$ cat config.mk
export PLATFORM = sky130hd
export DESIGN_NAME = mem_arbiter
export DESIGN_NICKNAME = d
export VERILOG_FILES = /design/src/rtl/mem_arbiter.sv
export SDC_FILE = /design/constraint.sdc
export NUM_CORES = 1
export LEC_CHECK = 0
export CORE_ASPECT_RATIO = 1.25
export CORE_MARGIN = 1
export CORE_UTILIZATION = 42
export CTS_CLUSTER_DIAMETER = 120
export DETAILED_ROUTE_END_ITERATION = 16
export PLACE_DENSITY = 0.83
export RECOVER_POWER = 100
export SYNTH_ARGS = -nofsm -noshare
export SYNTH_HDL_FRONTEND = slang
export SYNTH_SLANG_ARGS = --single-unit
$ cat constraint.sdc
create_clock -name clk -period 2.3 [get_ports clk]
set_clock_uncertainty 0.15 [all_clocks]
set_input_delay 0.46 -clock clk [delete_from_list [all_inputs] [get_ports clk]]
set_output_delay 0.46 -clock clk [all_outputs]
set_load 0.005 [all_outputs]
$ cat src/rtl/mem_arbiter.sv
// rtl/mem_arbiter.sv - fetch/data arbiter for a single-port unified memory
module mem_arbiter #(
  parameter int AW         = 8,
  parameter int DW         = 8,
  parameter int MEM_LAT    = 1,
  parameter int STARVE_MAX = 4
) (
  input  logic          clk,
  input  logic          reset,
  input  logic          if_req,
  input  logic [AW-1:0] if_addr,
  output logic          if_ack,
  output logic [DW-1:0] if_rdata,
  input  logic          d_req,
  input  logic          d_we,
  input  logic [AW-1:0] d_addr,
  input  logic [DW-1:0] d_wdata,
  output logic          d_ack,
  output logic [DW-1:0] d_rdata,
  output logic [AW-1:0] mem_addr,
  output logic          mem_re,
  output logic          mem_we,
  output logic [DW-1:0] mem_wdata,
  input  logic [DW-1:0] mem_rdata,
  output logic          pc_stall,
  output logic          busy
);

  localparam int LW = (MEM_LAT > 1) ? $clog2(MEM_LAT) : 1;
  localparam int SW = (STARVE_MAX > 0) ? $clog2(STARVE_MAX + 1) : 1;
  localparam logic [LW-1:0] LAT_LAST   = LW'(MEM_LAT - 1);
  localparam logic [SW-1:0] STARVE_TOP = SW'(STARVE_MAX);

  typedef enum logic [1:0] {
    IDLE   = 2'd0,
    ACCESS = 2'd1,
    RESP   = 2'd2
  } state_t;

  state_t        state_q, state_d;
  logic [LW-1:0] lat_cnt_q, lat_cnt_d;
  logic [SW-1:0] starve_cnt_q, starve_cnt_d;
  logic          grant_f_q, grant_f_d;   // 1 = current access belongs to fetch
  logic          we_q, we_d;             // latched direction of current access
  logic [AW-1:0] mem_addr_q, mem_addr_d;
  logic [DW-1:0] mem_wdata_q, mem_wdata_d;
  logic          mem_re_q, mem_re_d;
  logic          mem_we_q, mem_we_d;
  logic [DW-1:0] if_rdata_q, if_rdata_d;
  logic [DW-1:0] d_rdata_q, d_rdata_d;
  logic          fetch_wins;

  // State and command registers; reset clears everything, even mid-access
  always_ff @(posedge clk or negedge reset) begin
    if (!reset) begin
      state_q      <= IDLE;
      lat_cnt_q    <= '0;
      starve_cnt_q <= '0;
      grant_f_q    <= 1'b0;
      we_q         <= 1'b0;
      mem_addr_q   <= '0;
      mem_wdata_q  <= '0;
      mem_re_q     <= 1'b0;
      mem_we_q     <= 1'b0;
      if_rdata_q   <= '0;
      d_rdata_q    <= '0;
    end else begin
      state_q      <= state_d;
      lat_cnt_q    <= lat_cnt_d;
      starve_cnt_q <= starve_cnt_d;
      grant_f_q    <= grant_f_d;
      we_q         <= we_d;
      mem_addr_q   <= mem_addr_d;
      mem_wdata_q  <= mem_wdata_d;
      mem_re_q     <= mem_re_d;
      mem_we_q     <= mem_we_d;
      if_rdata_q   <= if_rdata_d;
      d_rdata_q    <= d_rdata_d;
    end
  end

  // Arbitration, access sequencing and read-data capture
  always_comb begin
    state_d      = state_q;
    lat_cnt_d    = lat_cnt_q;
    starve_cnt_d = starve_cnt_q;
    grant_f_d    = grant_f_q;
    we_d         = we_q;
    mem_addr_d   = mem_addr_q;
    mem_wdata_d  = mem_wdata_q;
    mem_re_d     = mem_re_q;
    mem_we_d     = mem_we_q;
    if_rdata_d   = if_rdata_q;
    d_rdata_d    = d_rdata_q;
    // Data has priority unless fetch has already lost STARVE_MAX times in a row
    fetch_wins   = if_req && (!d_req || (starve_cnt_q == STARVE_TOP));

    case (state_q)
      IDLE: begin
        if (if_req || d_req) begin
          state_d   = ACCESS;
          lat_cnt_d = '0;
          grant_f_d = fetch_wins;
          if (fetch_wins) begin
            mem_addr_d   = if_addr;
            we_d         = 1'b0;
            mem_re_d     = 1'b1;
            mem_we_d     = 1'b0;
            starve_cnt_d = '0;
          end else begin
            mem_addr_d  = d_addr;
            mem_wdata_d = d_wdata;
            we_d        = d_we;
            mem_re_d    = !d_we;
            mem_we_d    = d_we;
            if (if_req && (starve_cnt_q != STARVE_TOP)) begin
              starve_cnt_d = starve_cnt_q + SW'(1);
            end
          end
        end
      end

      ACCESS: begin
        if (lat_cnt_q == LAT_LAST) begin
          state_d  = RESP;
          mem_re_d = 1'b0;
          mem_we_d = 1'b0;
          if (!we_q) begin
            if (grant_f_q) begin
              if_rdata_d = mem_rdata;
            end else begin
              d_rdata_d = mem_rdata;
            end
          end
        end else begin
          lat_cnt_d = lat_cnt_q + LW'(1);
        end
      end

      RESP: begin
        state_d = IDLE;
      end

      default: begin
        state_d  = IDLE;
        mem_re_d = 1'b0;
        mem_we_d = 1'b0;
      end
    endcase
  end

  assign if_ack    = (state_q == RESP) && grant_f_q;
  assign d_ack     = (state_q == RESP) && !grant_f_q;
  assign if_rdata  = if_rdata_q;
  assign d_rdata   = d_rdata_q;
  assign mem_addr  = mem_addr_q;
  assign mem_wdata = mem_wdata_q;
  assign mem_re    = mem_re_q;
  assign mem_we    = mem_we_q;
  assign pc_stall  = if_req && !if_ack;
  assign busy      = (state_q != IDLE);

endmodule

==> summary.md, run 1 <==
| Metric | Value |
|---|---|
| All-Layer GR Usage | 0.197 |
| Slowest CP cell | clkdlybuf4s50_1 |
| Switching share of power | 0.288 |
| Crit-path cells | and3b_1 -> nor2_1 -> clkdlybuf4s50_1 |
| Max-slew violation count | 0 |
| Final wirelength | about 3800 um |
| Antenna Cells | 0 |
| Layout cells sized above 1 | 0.192 |
| Main combinational cell family by area after synthesis | multiplexers |
| Setup-failing EPs final | 0 |
| GRT overflow | 0 |
| Initial core utilization | 0.453 |
| H-tree depth | 2 |
| Min Hold Slack | approximately 0.26 ns |
| Worst-skew pair later-pin latency | between 0.2 and 0.3 ns |
| Clk root buf | clkbuf_8 |
| Startpoint types | flip-flop |
| Largest net degree at the start of global routing | 42 |
| CTS Sinks | 41 |
| Power share of the sequential group | 0.398 |
| Syn Area/Cell | 13.9 um2 |
| Synth Area in Compound Gates | 0.0869 |
| Synth cell types | 26 |
| Clock slew at reported path FFs | 0.07 ns |
| Synth Area in Simple Gates | 0.108 |
| Max_cap viols | 0 |
| Crit path time final | 2.19 ns |
| PD cells | 1230 nW/um2 |
| Family with the most delay on the worst path | buffers and inverters |
| Final Hold Viols | 0 |
| Full die area | 4450 um2 |
| First-pass GRT wire length | 6460 um |
| Avg Vias per Cell | 5.16 |
| CTS buffer count | 5 |
| Fill cells | 321 |
| Mapped Area | approximately 1800 um2 |
| Area Growth Syn to Fin | 50.4% |
| Cts repair resizes | 0 |
| WP buf/inv | 1 |
| TritonRoute pass-1 iters | 4 |
| Reg area | 1030 um2 |
| Syn_nets | 165 |
| RD Place Congestion | 0.785 |
| Max VDD drop | 0.000708 V |
| Clock Power Share | 0.178 |
| Lkg Pwr | 1.15 nW |
| Vias in the first global route | between 1k and 1.5k |
| Total number of vias | 1351 |
| Max Clk Rate | 0.457 GHz |
| Largest fanout on the critical path | 7 |
| Register area share after synthesis | 0.584 |
| Row cnt | 25 |
| Logic pwr share | 0.424 |
| DP Area | 2560 um2 |
| Status | finished, final reports clean |
| Hpwl dp | around 2900 um |
| Die X | 59.8 um |
| Design area | ~2600 um2 |
| Post-CTS setup buffers | 0 |
| TritonCTS clock tree | built |
| Worst Max-Slew Pin Slew | slightly below 1 ns |
| Routed wire per std cell | 14.6 um |
| Mux contribution to synthesized area | 0.160 |
| Sw power | 0.935 mW |
| Crit path kind | flip-flop to primary output |
| Worst slew margin | 0.355 |
| Synthesized instance count | 126 |
| Warnings from Yosys | 0 |
| I/O Pins | 75 |
| Die H | approximately 74 um |
| Area of the multi-input gates | 642 um2 |
| Hold WC Path Type | primary input to asynchronous set/reset pin |
| Critical path depth | 3 |
| DRT iter0 DRCs | 27 |
| CTS Buffer Depth | 2 |
| Std-Cell Core Area | about 3900 um2 |
| Setup TNS | 0 ns |
| Final net count | between 200 and 250 |
| WP data required | 1.69 ns |
| Post-Synth XOR/XNOR Area | 0 |
| # DRC | 0 |
| CP arrival | ~1.6 ns |
| Final Power | ~3.2 mW |
| Initial antenna violation count | 0 |
| DRT antenna net count | 0 |
| Final Cycle Share | 0.952 |
| RSZ-0062 raised after global routing | no |
| R2R cell count | 6 |
| Max incr delay on CP | 0.53 ns |
| Adder-Cell Fraction of Synth Area | 0.0142 |
| Crit path capture type | primary output |
| Cts hold-fix bufs | 0 |
| PortBufs | 74 |
| Int Pwr | 2.31 mW |
| Seq cells post-synth | between 40 and 50 |
-- placed cells by master, fill, tap and decap left out, drive strengths merged, types with 2 or more instances in the layout --
cell           synthesis  layout
ha                     2       2
a21oi                  2       2
and3b                  2       2
nor2                   3       3
clkbuf                 1      12
inv                    6       6
o21ai                  4       4
mux2                  25      25
dfrtp                 41      41
nand2                  3       3
a221o                  8       8
clkdlybuf4s50          0      34
dlygate4sd3            0      38
and2b                  2       2
nor3b                 10      10
nor3                   2       2
buf                    5       2
-- worst paths after layout --
kind / to / startpoint / slack, ns
max: pc_stall / state_q[0] / 0.11
min in group clk: d_rdata[5] / d_rdata[5] / 0.35
min reg2reg: d_rdata[5] / d_rdata[5] / 0.35
max in group asynchronous: state_q[0] / reset / 1.15
min: d_rdata[0] / reset / 0.26
max reg2reg: mem_addr[5] / starve_cnt_q[1] / 0.35
-- flip-flops by register name, summed over array words and instances (netlist names) --
signal,cells
mem_wdata,8
grant_f_q,1
mem_re,1
if_rdata,8
we_q,1
state_q,2
mem_addr,8
d_rdata,8
mem_we,1
starve_cnt_q,3
-- synth_stat cells --
library cell / count / share of area
dfrtp_1: 41 / 0.58
mux2_2: 25 / 0.16
nor3b_1: 9 / 0.038
a221o_1: 8 / 0.046
inv_1: 6 / 0.013
buf_6: 5 / 0.032
o21ai_0: 4 / 0.011
nand2_1: 3 / 0.0064
nor2_1: 3 / 0.0064
a21oi_1: 2 / 0.0057
and2b_2: 2 / 0.010
and3b_1: 2 / 0.010
ha_1: 2 / 0.014
nor3_1: 2 / 0.0057
a211o_1: 1 / 0.0050
a21boi_0: 1 / 0.0043
a22o_2: 1 / 0.0057
and2_1: 1 / 0.0036
and3_1: 1 / 0.0036
clkbuf_1: 1 / 0.0021
nand3_1: 1 / 0.0028
nand4b_1: 1 / 0.0050
nor3b_4: 1 / 0.011
o21bai_1: 1 / 0.0043
o2bb2ai_1: 1 / 0.0050
or3b_1: 1 / 0.0050
-- stage by stage --
stage	instances	worst slack, ns	utilization
floorplan	126	0.575	-
global placement	254	0.0681	0.659
detailed placement	254	0.0104	0.659
CTS	262	0.0136	0.689
global route	262	0.0513	0.681
finish	262	0.111	0.681
-- layout make-up --
cell class / instances / area share
Inverter: 6 / 0.00853
Timing Repair Buffer: 80 / 0.290
Clock inverter: 1 / 0.0114
Tap cell: 54 / 0.0256
Sequential cell: 41 / 0.388
Multi-Input combinational cell: 73 / 0.243
Clock buffer: 7 / 0.0327
-- power by group through the flow --
stage	Sequential, mW	Combinational, mW	Clock (mW)
finish	1.29	1.38	0.577
global route	1.34	1.51	0.630
CTS	1.31	1.57	0.596
detailed placement	1.32	1.57	0
global placement	1.30	1.50	0
floorplan	1.31	0.695	0
-- metal layers --
metal,part of all wire,up-vias,track usage
li1,-,620,-
met2,0.54,70,0.357
met3,0.069,8,0.0539
met1,0.38,653,0.213
met4,0.015,0,0.0801
met5,0,-,0
-- kinds of logic after synthesis --
logic type      after synthesis
compound gates               19
fa+ha+maj                     2
simple gates                 27
flops                        41
buf+inv                      12
mux                          25
Power figures use the tool's default switching activity.
==> run 2: changes to the inputs <==
Settings changed: CAP_MARGIN set to 20, GPL_TIMING_DRIVEN set to 0.
Clock period 2.3 ns to 2.1 ns, I/O delays scaled along.
==> run 2 against run 1 <==
Compared with the run above: cell count grew 1.9%; sequential cell count is the same; worst hold slack lost 0.13 ns; design area grew 1.9%; count of clock-buffer cells in the layout is the same; clock power grew 12%; die area is the same.
==> summary.md, run 2 (synthesis results as in run 1) <==
| Metric | Value |
|---|---|
| Final wirelength | 4200 um (+9.7%) |
| Slowest CP cell | clkdlybuf4s50_1 |
| RSZ-0062 raised after global routing | no |
| RD Place Congestion | 0.738 (-6.0%) |
| Row cnt | 25 (unchanged) |
| I/O Pins | 75 (unchanged) |
| WP data required | 1.53 ns (-0.16 ns) |
| Reg area | 1030 um2 (+0.24%) |
| Total number of vias | 1360 (+0.67%) |
| PD cells | 1370 nW/um2 (+11%) |
| CP arrival | 1.49 ns (-0.09 ns) |
| Die H | 74.3 um (unchanged) |
| Hold WC Path Type | primary input to asynchronous set/reset pin |
| Final Cycle Share | 0.981 |
| Clk root buf | clkbuf_8 |
| Antenna Cells | 0 (unchanged) |
| Max VDD drop | 0.000855 V (+21%) |
| Most common cell after layout, fill and taps aside | dfrtp_1 |
| Die X | 59.8 um (unchanged) |
| Hpwl dp | 3030 um (+4.9%) |
| CTS Sinks | 41 (unchanged) |
| TritonCTS clock tree | built |
| Routed wire per std cell | 15.7 um (+7.6%) |
| Max-slew violation count | 0 (unchanged) |
| Clock slew at reported path FFs | 0.07 ns (about the same) |
| Initial antenna violation count | 0 (unchanged) |
| Worst slew margin | 0.339 (-0.0153) |
| DRT antenna net count | 0 (unchanged) |
| Area of the multi-input gates | 649 um2 (+1.2%) |
| All-Layer GR Usage | 0.209 (+0.0124) |
| Largest fanout on the critical path | 5 (-2) |
| Crit-path cells | and3b_2 -> clkdlybuf4s50_1 |
| Fill cells | 328 (+2.2%) |
| Layout cells sized above 1 | 0.221 (+0.0283) |
| PortBufs | 74 (unchanged) |
| Setup TNS | 0 ns (unchanged) |
| Lkg Pwr | 1.17 nW (+1.6%) |
| Std-Cell Core Area | 3880 um2 (unchanged) |
| CTS Buffer Depth | 2 (unchanged) |
| Area Growth Syn to Fin | 53.3% |
| Setup-failing EPs final | 0 (unchanged) |
| Worst Max-Slew Pin Slew | 0.991 ns (+0.0230 ns) |
| First-pass GRT wire length | 6660 um (+3.1%) |
| Largest net degree at the start of global routing | 42 (unchanged) |
| H-tree depth | 2 (unchanged) |
| Max Clk Rate | 0.485 GHz |
| Final Hold Viols | 0 (unchanged) |
| Final net count | 251 (+2.0%) |
| GRT overflow | 0 (unchanged) |
| Status | finished, final reports clean |
| Startpoint types | flip-flop |
| # DRC | 0 (unchanged) |
| Crit path capture type | primary output |
| Crit path time final | 2.06 ns |
| Vias in the first global route | 1472 (+0.89%) |
| Full die area | 4450 um2 (unchanged) |
| CTS buffer count | 5 (unchanged) |
| Max incr delay on CP | 0.50 ns (-0.03 ns) |
| Worst-skew pair later-pin latency | 0.29 ns (about the same) |
| DRT iter0 DRCs | 33 (+22%) |
| Avg Vias per Cell | 5.09 (-1.2%) |
| TritonRoute pass-1 iters | 5 (+1) |
| Max_cap viols | 0 (unchanged) |
| Leading cell types in the layout, fill and taps excluded | dfrtp_1, dlygate4sd3_1, clkdlybuf4s50_1 |
| Crit path kind | flip-flop to primary output |
| Final Power | 3.68 mW (+13%) |
| Initial core utilization | 0.453 (unchanged) |
[run 2: cell count changes in the layout (fill, tap and decap cells not counted), sizes merged]
cell and change:
clkdlybuf4s25 +1, buf +3, dlygate4sd3 -3, clkbuf +2, dlygate4sd2 +2
[run 2: final timing paths]
check	cells after the start	slack [ns]	from	to
max	2	0.04	state_q[0]	if_ack
min reg2reg	1	0.35	mem_wdata[1]	mem_wdata[1]
max in group asynchronous	1	1.00	reset	grant_f_q
min	1	0.13	reset	starve_cnt_q[0]
max reg2reg	7	0.11	starve_cnt_q[0]	mem_addr[0]
min in group clk	1	0.35	mem_wdata[1]	mem_wdata[1]
[run 2: power by group]
| group | total, mW | internal [mW] | switching [mW] |
|---|---|---|---|
| logic | 1.63 | 1.03 | 0.604 |
| clock network | 0.644 | 0.387 | 0.257 |
| registers | 1.41 | 1.18 | 0.222 |
[run 2: layer usage]
layer | share of wire | vias up | global-route usage | routed length (um)
li1 | - | 628 | - | -
met1 | 0.37 | 653 | 0.209 | 1560
met2 | 0.54 | 70 | 0.400 | 2270
met3 | 0.070 | 9 | 0.0643 | 292
met4 | 0.019 | 0 | 0.0698 | 78
met5 | 0 | - | 0 | 0
[run 2: worst max-delay path, delay by kind of cell (launching register included)]
| kind | cells | cell delay (ns) |
|---|---|---|
| flip-flops | 1 | 0.45 |
| AND/OR/NAND/NOR | 1 | 0.25 |
| buffers and inverters | 1 | 0.50 |
[run 2: layout make-up]
type / count / share of cell area
flip-flops and latches: 41 / 0.382
repair buffers: 79 / 0.286
multi-input cells: 73 / 0.241
clock buffers: 7 / 0.0321
well taps: 54 / 0.0251
plain buffers: 6 / 0.0144
clock inverters: 1 / 0.0112
inverters: 6 / 0.00836
[run 2: metrics by stage]
stage	setup WS, ns	hold slack (ns)	instance area (um2)	utilization	instances
2_1_floorplan	0.375	-0.0256	1760	-	126
3_3_place_gp	-0.438	0.338	2560	0.661	254
3_5_place_dp	-0.142	0.344	2560	0.660	254
4_1_cts	0.00250	0.120	2700	0.696	265
5_1_grt	0.00330	0.224	2690	0.694	267
6_report	0.0399	0.133	2690	0.694	267
[run 2: what timing repair did]
action | 4_1_cts | 5_1_grt
buffers inserted | 3 | 2
resized for setup | 4 | 5
gates cloned | 0 | 0
hold buffers | 0 | 0
endpoints found under the setup margin | 2 | 3
